## src/rtl/bcd_addsub_seq.sv

```systemverilog
// bcd_addsub_seq: sequential add/subtract with decimal readout.
// The operands are latched on start. The result magnitude is then converted
// to packed BCD by a shift-add-3 (double-dabble) engine at one bit per clock.
//
// state | meaning
// IDLE  | waiting for start; outputs hold the last result
// CONV  | shift-add-3 iterations 1..W over the latched magnitude
// DONE  | final iteration W+1 feeds the output registers; done pulses next
//
// Outputs are registered, so they lag the state by one edge. busy covers CONV
// and DONE. The done pulse appears in the cycle after DONE, and the FSM is
// already back in IDLE during that cycle. This gives W+1 cycles of latency and
// a W+2 cycle start-to-start period.
module bcd_addsub_seq #(
  parameter int W = 8,
  parameter int D = 3
) (
  input  logic             clk,
  input  logic             reset,
  input  logic             start,
  input  logic [W-1:0]     a,
  input  logic [W-1:0]     b,
  input  logic             cin,
  input  logic             sub,
  output logic             busy,
  output logic             done,
  output logic [W:0]       sum,
  output logic             neg,
  output logic [4*D-1:0]   bcd
);

  localparam int CW = $clog2(W + 2);
  localparam int SW = 4 * D + W + 1;

  function automatic longint unsigned pow10(input int n);
    longint unsigned p;
    p = 1;
    for (int i = 0; i < n; i++) p = p * 10;
    return p;
  endfunction

  // D digits must hold the largest magnitude, 2^(W+1)-1
  if ((W < 2) || (pow10(D) <= ((64'd1 << (W + 1)) - 64'd1))) begin : g_bad_params
    $fatal(1, "bcd_addsub_seq: illegal parameters W=%0d D=%0d", W, D);
  end

  typedef enum logic [1:0] {IDLE, CONV, DONE} state_t;

  state_t          state;
  logic [CW-1:0]   cnt;
  logic [SW-1:0]   sr;
  logic [W:0]      r_q;
  logic            neg_q;

  logic [W:0]      r;
  logic [W:0]      mag;
  logic            neg_c;
  logic [SW-1:0]   adj;
  logic [SW-1:0]   nxt;

  // raw (W+1)-bit result, sign and magnitude of the live operands
  always_comb begin
    r = '0;
    if (sub)
      r = {1'b0, a} - {1'b0, b} - {{W{1'b0}}, cin};
    else
      r = {1'b0, a} + {1'b0, b} + {{W{1'b0}}, cin};
    neg_c = sub & r[W];
    mag   = neg_c ? ((~r) + {{W{1'b0}}, 1'b1}) : r;
  end

  // one double-dabble step: add 3 to every digit >= 5, then shift left
  always_comb begin
    adj = sr;
    for (int i = 0; i < D; i++) begin
      if (sr[W+1+4*i +: 4] >= 4'd5)
        adj[W+1+4*i +: 4] = sr[W+1+4*i +: 4] + 4'd3;
    end
    nxt = {adj[SW-2:0], 1'b0};
  end

  // control FSM with registered outputs
  always_ff @(posedge clk or posedge reset) begin
    if (reset) begin
      state <= IDLE;
      cnt   <= '0;
      sr    <= '0;
      r_q   <= '0;
      neg_q <= 1'b0;
      busy  <= 1'b0;
      done  <= 1'b0;
      sum   <= '0;
      neg   <= 1'b0;
      bcd   <= '0;
    end else begin
      done <= 1'b0;
      case (state)
        IDLE: begin
          if (start) begin
            r_q   <= r;
            neg_q <= neg_c;
            sr    <= {{(4*D){1'b0}}, mag};
            cnt   <= '0;
            busy  <= 1'b1;
            state <= CONV;
          end
        end
        CONV: begin
          sr  <= nxt;
          cnt <= cnt + 1'b1;
          if (cnt == CW'(W - 1))
            state <= DONE;
        end
        DONE: begin
          cnt   <= cnt + 1'b1;
          sum   <= r_q;
          neg   <= neg_q;
          bcd   <= nxt[SW-1:W+1];
          done  <= 1'b1;
          busy  <= 1'b0;
          state <= IDLE;
        end
        default: state <= IDLE;
      endcase
    end
  end

endmodule

```

## config.mk

```make
export PLATFORM = sky130hd
export DESIGN_NAME = bcd_addsub_seq
export DESIGN_NICKNAME = d
export VERILOG_FILES = /design/src/rtl/bcd_addsub_seq.sv
export SDC_FILE = /design/constraint.sdc
export NUM_CORES = 1
export LEC_CHECK = 0
export ABC_AREA = 1
export CORE_MARGIN = 1.5
export CORE_UTILIZATION = 45
export DETAILED_ROUTE_END_ITERATION = 7
export PLACE_DENSITY = 0.73
export SYNTH_ARGS = -nofsm -noshare
export SYNTH_HDL_FRONTEND = slang
export SYNTH_SLANG_ARGS = --single-unit
```

## constraint.sdc

```tcl
create_clock -name clk -period 4.1 [get_ports clk]
set_input_delay 0.82 -clock clk [delete_from_list [all_inputs] [get_ports clk]]
set_output_delay 0.82 -clock clk [all_outputs]
set_load 0.005 [all_outputs]
```

# --- After elaboration in Yosys (flattened, before gate mapping) ---
# Cells that the tools add are included.
word_totals:
  inputBits: 21
  output_inout_bits: 24
  elab_cells: 54
  mem_count: 0
  ramBits: 0
  register_bits: 61
  rom_bits: 0
  latchBits: 0
classes:
  shifts: 0
  n_mul: 0
  n_eq_ne: 5
  div: 0
  n_reduce_logical: 10
  bitwise_logic: 2
  n_lt_le_gt_ge: 3
  addsub: 9
  n_mux: 15
ops:
  columns: ["op", "n"]
  rows:
  - ["$pmux 21 s2", 1]
  - ["$mux 21", 1]
  - ["$mux 9", 2]
  - ["$ge 4x3->1 const B", 3]
  - ["$mux 4", 3]
  - ["$reduce_and 2->1", 5]
  - ["$add 8x8->9", 1]
  - ["$add 9x1->9", 1]
  - ["$add 9x1->9 const B", 1]
  - ["$not 9->9", 1]
  - ["$sub 8x8->9", 1]
  - ["$sub 9x1->9", 1]
  - ["$add 4x2->4 const B", 2]
  - ["$pmux 4 s2", 1]
  - ["$reduce_bool 2->1", 3]
  - ["$add 4x1->4 const B", 1]
  - ["$eq 4x3->1 const B", 1]
  - ["$mux 2", 2]
  - ["$ne 2x2->1 const B", 2]
  - ["$pmux 2 s2", 1]
  - ["$add 3x2->3 const B", 1]
  - ["$mux 3", 1]
  - ["$eq 2x1->1 const B", 1]
  - ["$eq 2x2->1 const B", 1]
  - ["5 further kinds", 6]

# --- Logic depth before layout (Yosys ltp) ---
logic_depth:
  word_depth: 8
  depth_mapped: 18
  mapped_depth_nobuf: 18

# --- Worst setup path after synthesis ---
# Ideal clock, no wire load.
synth_timing:
  path_type: "input port to flip-flop"
  startpoint: "input a[0]"
  endpoint: "register sr[6]"
  t_required_ns: 3.984
  arrival_time_ns: 2.757
  stages: 15
  path_buffers: 0
  setup_time_ns: 0.116
  path_slack_ns: 1.226
  cell_sequence: "fa_1 > ha_1 > xnor2_1 > nand2_1 > o21ai_1 > ha_1 > inv_1 > nor2_1 > nand2_1 > nor2_2 > nand2_1 > nand3_1 > nand3_1 > nand2_1 > nand2_1"
synth_between:
  elab_chain_len: 8
  word_cells_on_any_way: 11
  cone_classes: "5 x add/sub; 4 x mux; 2 x bitwise"
synth_lines:
  columns: ["item", "line_no", "rtl"]
  rows:
  - ["start: declaration", "21", "input logic [W-1:0] a,"]
  - ["$add 8x8->9 / $sub 8x8->9 (equally long branches)", "67, 65", null]
  - ["$add 9x1->9 / $sub 9x1->9 (equally long branches)", "67, 65", null]
  - ["$mux 9 *", "64", "if (sub)"]
  - ["$not 9->9", "69", "mag = neg_c ? ((~r) + {{W{1'b0}}, 1'b1}) : r;"]
  - ["$add 9x1->9", "69", null]
  - ["$mux 9 *", "69", null]
  - ["$mux 21 *", "99", "if (start) begin"]
  - ["$pmux 21 s2 *", "97", "case (state)"]
  - ["end signal: assignment", "102", "sr <= {{(4*D){1'b0}}, mag};"]
  - ["end signal: assignment", "109", "sr <= nxt;"]
  - ["end: declaration", "51", "logic [SW-1:0] sr;"]
# Every way passes the cells marked *; elsewhere a longest branch is shown, timed or not. The select of a mux whose other input is x is not followed.
# A chain may end at the register's enable or synchronous reset.

# --- Worst setup path in the final report ---
# Ends and elaborated chain as after synthesis.

==> results.md <==
- R2R Setup Slk: 1530 ps
- Fillcell total: 764
- Final Slew Violations: 0
- Synth area leaders: dfrtp_1 39%, nand2_1 14%, ha_1 10%
- Hold_buf cts: 0
- Clk_skew: 11.1 ps
- Routed WL per cell: 12.1 um
- Fin area: 4630 sq um
- Longest Clk Path Bufs: 2
- Crit path arrival time: 3570 ps
- GRT Util Overall: 19.1%
- Crit path cell chain: clkdlybuf4s50_1 > fa_1 > ha_1 > xnor2_1 > nand2_1 > o21ai_1 > ha_1 > inv_1 > nor2_1 > nand2_1 > nor2_2 > nand2_1 > nand3_1 > nand3_1 > nand2_1 > nand2_1
- Number of flops mapped to enable cells by yosys: 0
- Diodes inserted: 0
- Worst path slowest cell: fa_1
- Cts bufs inserted: 9
- Setup Fix Bufs, Post-CTS: 0
- Starting Density: 47.2%
- Placed inst area: 4460 sq um
- Antenna violations before repair: 0
- Vias/cell: 5.01
- Clk pwr share: 18.1%
- Synth area leader: dfrtp_1
- Die X: 96.5 um
- Clock slew at reported path FFs: 60 ps
- # DRC: 0
- CP Launch Type: input pin
- CP Data Required Time: 4320 ps
- Worst Tran Pin Value: 889 ps
- End of the worst hold path: neg$_DFFE_PP0P_
- First-pass GRT wire length: 13900 um
- Final TNS setup: 0 ps
- Peak VDD IR: 0.179 mV
- Gate power share: 45.2%
- Pwr Density: 571 nW/um^2
- Ys Warns: 0
- Sw Ratio: 39.7%
- CP endpoint kind: register
- Clk root buf: clkbuf_8
- RePlAce Congestion: 0.874
- Multi-input gate area: 2020 sq um
- PortBufs: 44
- DIE AREA: 9310 sq um
- Htree depth: 3
- Mapped Nets: 583
- Met2 Use GR: 32.0%
- Crit Path Category: in2reg
- RSZ-0062 raised after global routing: no
- Min Clock Period, post-route: 3350 ps
- # rows: 33
- Largest net degree at the start of global routing: 38
- Most instantiated cells after synthesis: 148 x nand2_1, 85 x inv_1, 61 x dfrtp_1
- # setup viols final: 0
- Most common cell in the netlist: nand2_1
- Finished Layout Cells: 678
- GRT met3 Usage: 3.13%
- Syn Area/Cell: 7.48 sq um
- Worst Setup SP: a[0]
- Hold Vio Cnt, Final: 0
- Register-to-Register Path Depth: 8
- CP peak stage delay: 610 ps
- Hold Path Stages: 2
- Hold Crit Start: neg_q$_DFFE_PP0P_
- Final HPWL DP: 6320 um
- Total grt overflow: 0
- Final Routed Wirelength: 8210 um
- Flops & latches, synth: 61
- Asr flop ratio synth: 100%
- Synth top area share: 38.8%
- Post-Synthesis Cells: 526
- Via count: 3400
- Area grow syn2layout: 17.8%
- Leakage: 2.33 nW
- Worst Path Max Fanout: 3
- Seq pwr share: 36.7%
- Reg-to-Reg End: sr[3]$_DFFE_PP0P_
- Clk sinks: 61
- Seq/Total Area, Yosys: 38.8%
- Most used DFF post-synth: dfrtp_1
- Hold Path Class: reg2reg
- Initial DRC count: 152
- Number of max-cap violations: 0
- Top Ports: 45
- Die height: 96.5 um
- Cell mode on critical path: nand2_1
- Most utilized layer in the global route result: met2
- # resized after CTS: 0
- Worst flop-to-flop path startpoint: state[1]$_DFFE_PP0P_
- Synth Cell Area: 3940 sq um
- First drt pass iteration count: 4
- Slew margin rel.: 40.3%
- Grt met1 use: 24.1%
- ANT nets after route: 0
- Final nets: 628
- Inst Count DP: 665
- Fmax achieved: 0.299 GHz
- Vias in the first global route: 3292
- Netlist cell types: 33
- Internal: 1.60 mW
- NetSw: 1.05 mW
- Total core area: 8340 sq um
- Later-pin clock latency in the skew report: 330 ps
- Layout cells sized above 1: 6.11%
- TritonCTS clock tree: yes
- Status: finished clean
- Final Cycle Share: 81.7%
- Register area: 1530 sq um
==> power by group through the flow <==
stage | clock (mW) | sequential, mW | combinational [mW]
finish | 0.478 | 0.972 | 1.20
global route | 0.510 | 0.999 | 1.39
CTS | 0.487 | 0.973 | 1.21
detailed placement | 0 | 0.981 | 1.20
global placement | 0 | 0.974 | 1.17
floorplan | 0 | 0.966 | 0.810
==> cells in the final DEF (no fill, tap or decap) <==
cell type and n:
or2_1 1, nand3_1 44, clkbuf_8 12, o21ai_0 41
nor2_2 2, buf_4 1, nor2_4 1, o22ai_1 13
ha_1 32, clkinv_1 1, a21oi_2 2, inv_4 1
nand2_2 6, nand3_2 2, fa_1 4, o21ai_1 8
nand2_1 148, or2_2 2, a211oi_1 2, inv_2 3
nor3_1 1, nand4_4 1, a21oi_1 18, xnor2_1 1
inv_1 84, clkinvlp_4 1, o21bai_1 2, nand4_1 5
o21ai_2 1, a21o_1 1, nor2_1 24, dfrtp_1 61
xor2_1 3, clkdlybuf4s50_1 44
==> worst max-delay path by stage <==
stage	slack [ps]	endpoint	cells past startpoint
floorplan	1230	sr[6]$_DFFE_PP0P_	15
global placement	530	sr[6]$_DFFE_PP0P_	16
detailed placement	410	sr[6]$_DFFE_PP0P_	16
CTS	760	sr[6]$_DFFE_PP0P_	16
global route	550	sr[6]$_DFFE_PP0P_	16
finish	750	sr[6]$_DFFE_PP0P_	16
==> through the flow <==
| stage | worst slack (ps) | hold slack (ps) | utilization [%] | power (mW) |
|---|---|---|---|---|
| after detailed placement | 414 | 462 | 53.5 | 2.19 |
| after CTS | 765 | 466 | 55.6 | 2.67 |
| final | 750 | 467 | 55.6 | 2.65 |
| after global placement | 534 | 457 | 53.5 | 2.14 |
| after global routing | 551 | 493 | 55.6 | 2.89 |
| after floorplan | 1230 | 446 | - | 1.78 |
==> critical path, delay by kind of cell <==
| kind | cells | cell delay (ps) |
|---|---|---|
| AND/OR/NAND/NOR | 9 | 760 |
| AO/OA/AOI/OAI | 1 | 200 |
| buffers and inverters | 2 | 540 |
| adder cells (fa/ha/maj) | 3 | 1100 |
| XOR/XNOR | 1 | 160 |
==> logic make-up (layout without fill, tap and decap cells) <==
kind of cell	count (synthesis)	after routing	synth area share, %
flip-flops	61	61	38.8
buffers and inverters	100	147	9.89
adder cells (fa/ha/maj)	36	36	12.2
XOR/XNOR	4	4	0.890
AO/OA/AOI/OAI	88	88	12.2
AND/OR/NAND/NOR	237	237	26.0
==> metal layers <==
metal  vias up  share of wire (%)
met5         -                  0
met3        11                2.4
met4         0                1.7
met2        60                 47
met1      1559                 49
li1       1770                  -
==> area by class of cell <==
class / instances / area share, %
Sequential cell: 61 / 32.9
Clock buffer: 12 / 3.56
Timing Repair Buffer: 45 / 9.67
Multi-Input combinational cell: 365 / 43.6
Inverter: 89 / 7.26
Tap cell: 105 / 2.83
Clock inverter: 1 / 0.162
==> state kept, by name, indices dropped and copies added, names as in the netlist <==
name   flops
sum        9
bcd       12
neg_q      1
busy       1
cnt        4
state      2
neg        1
r_q        9
sr        21
done       1
(Power assumes the default switching activity.)
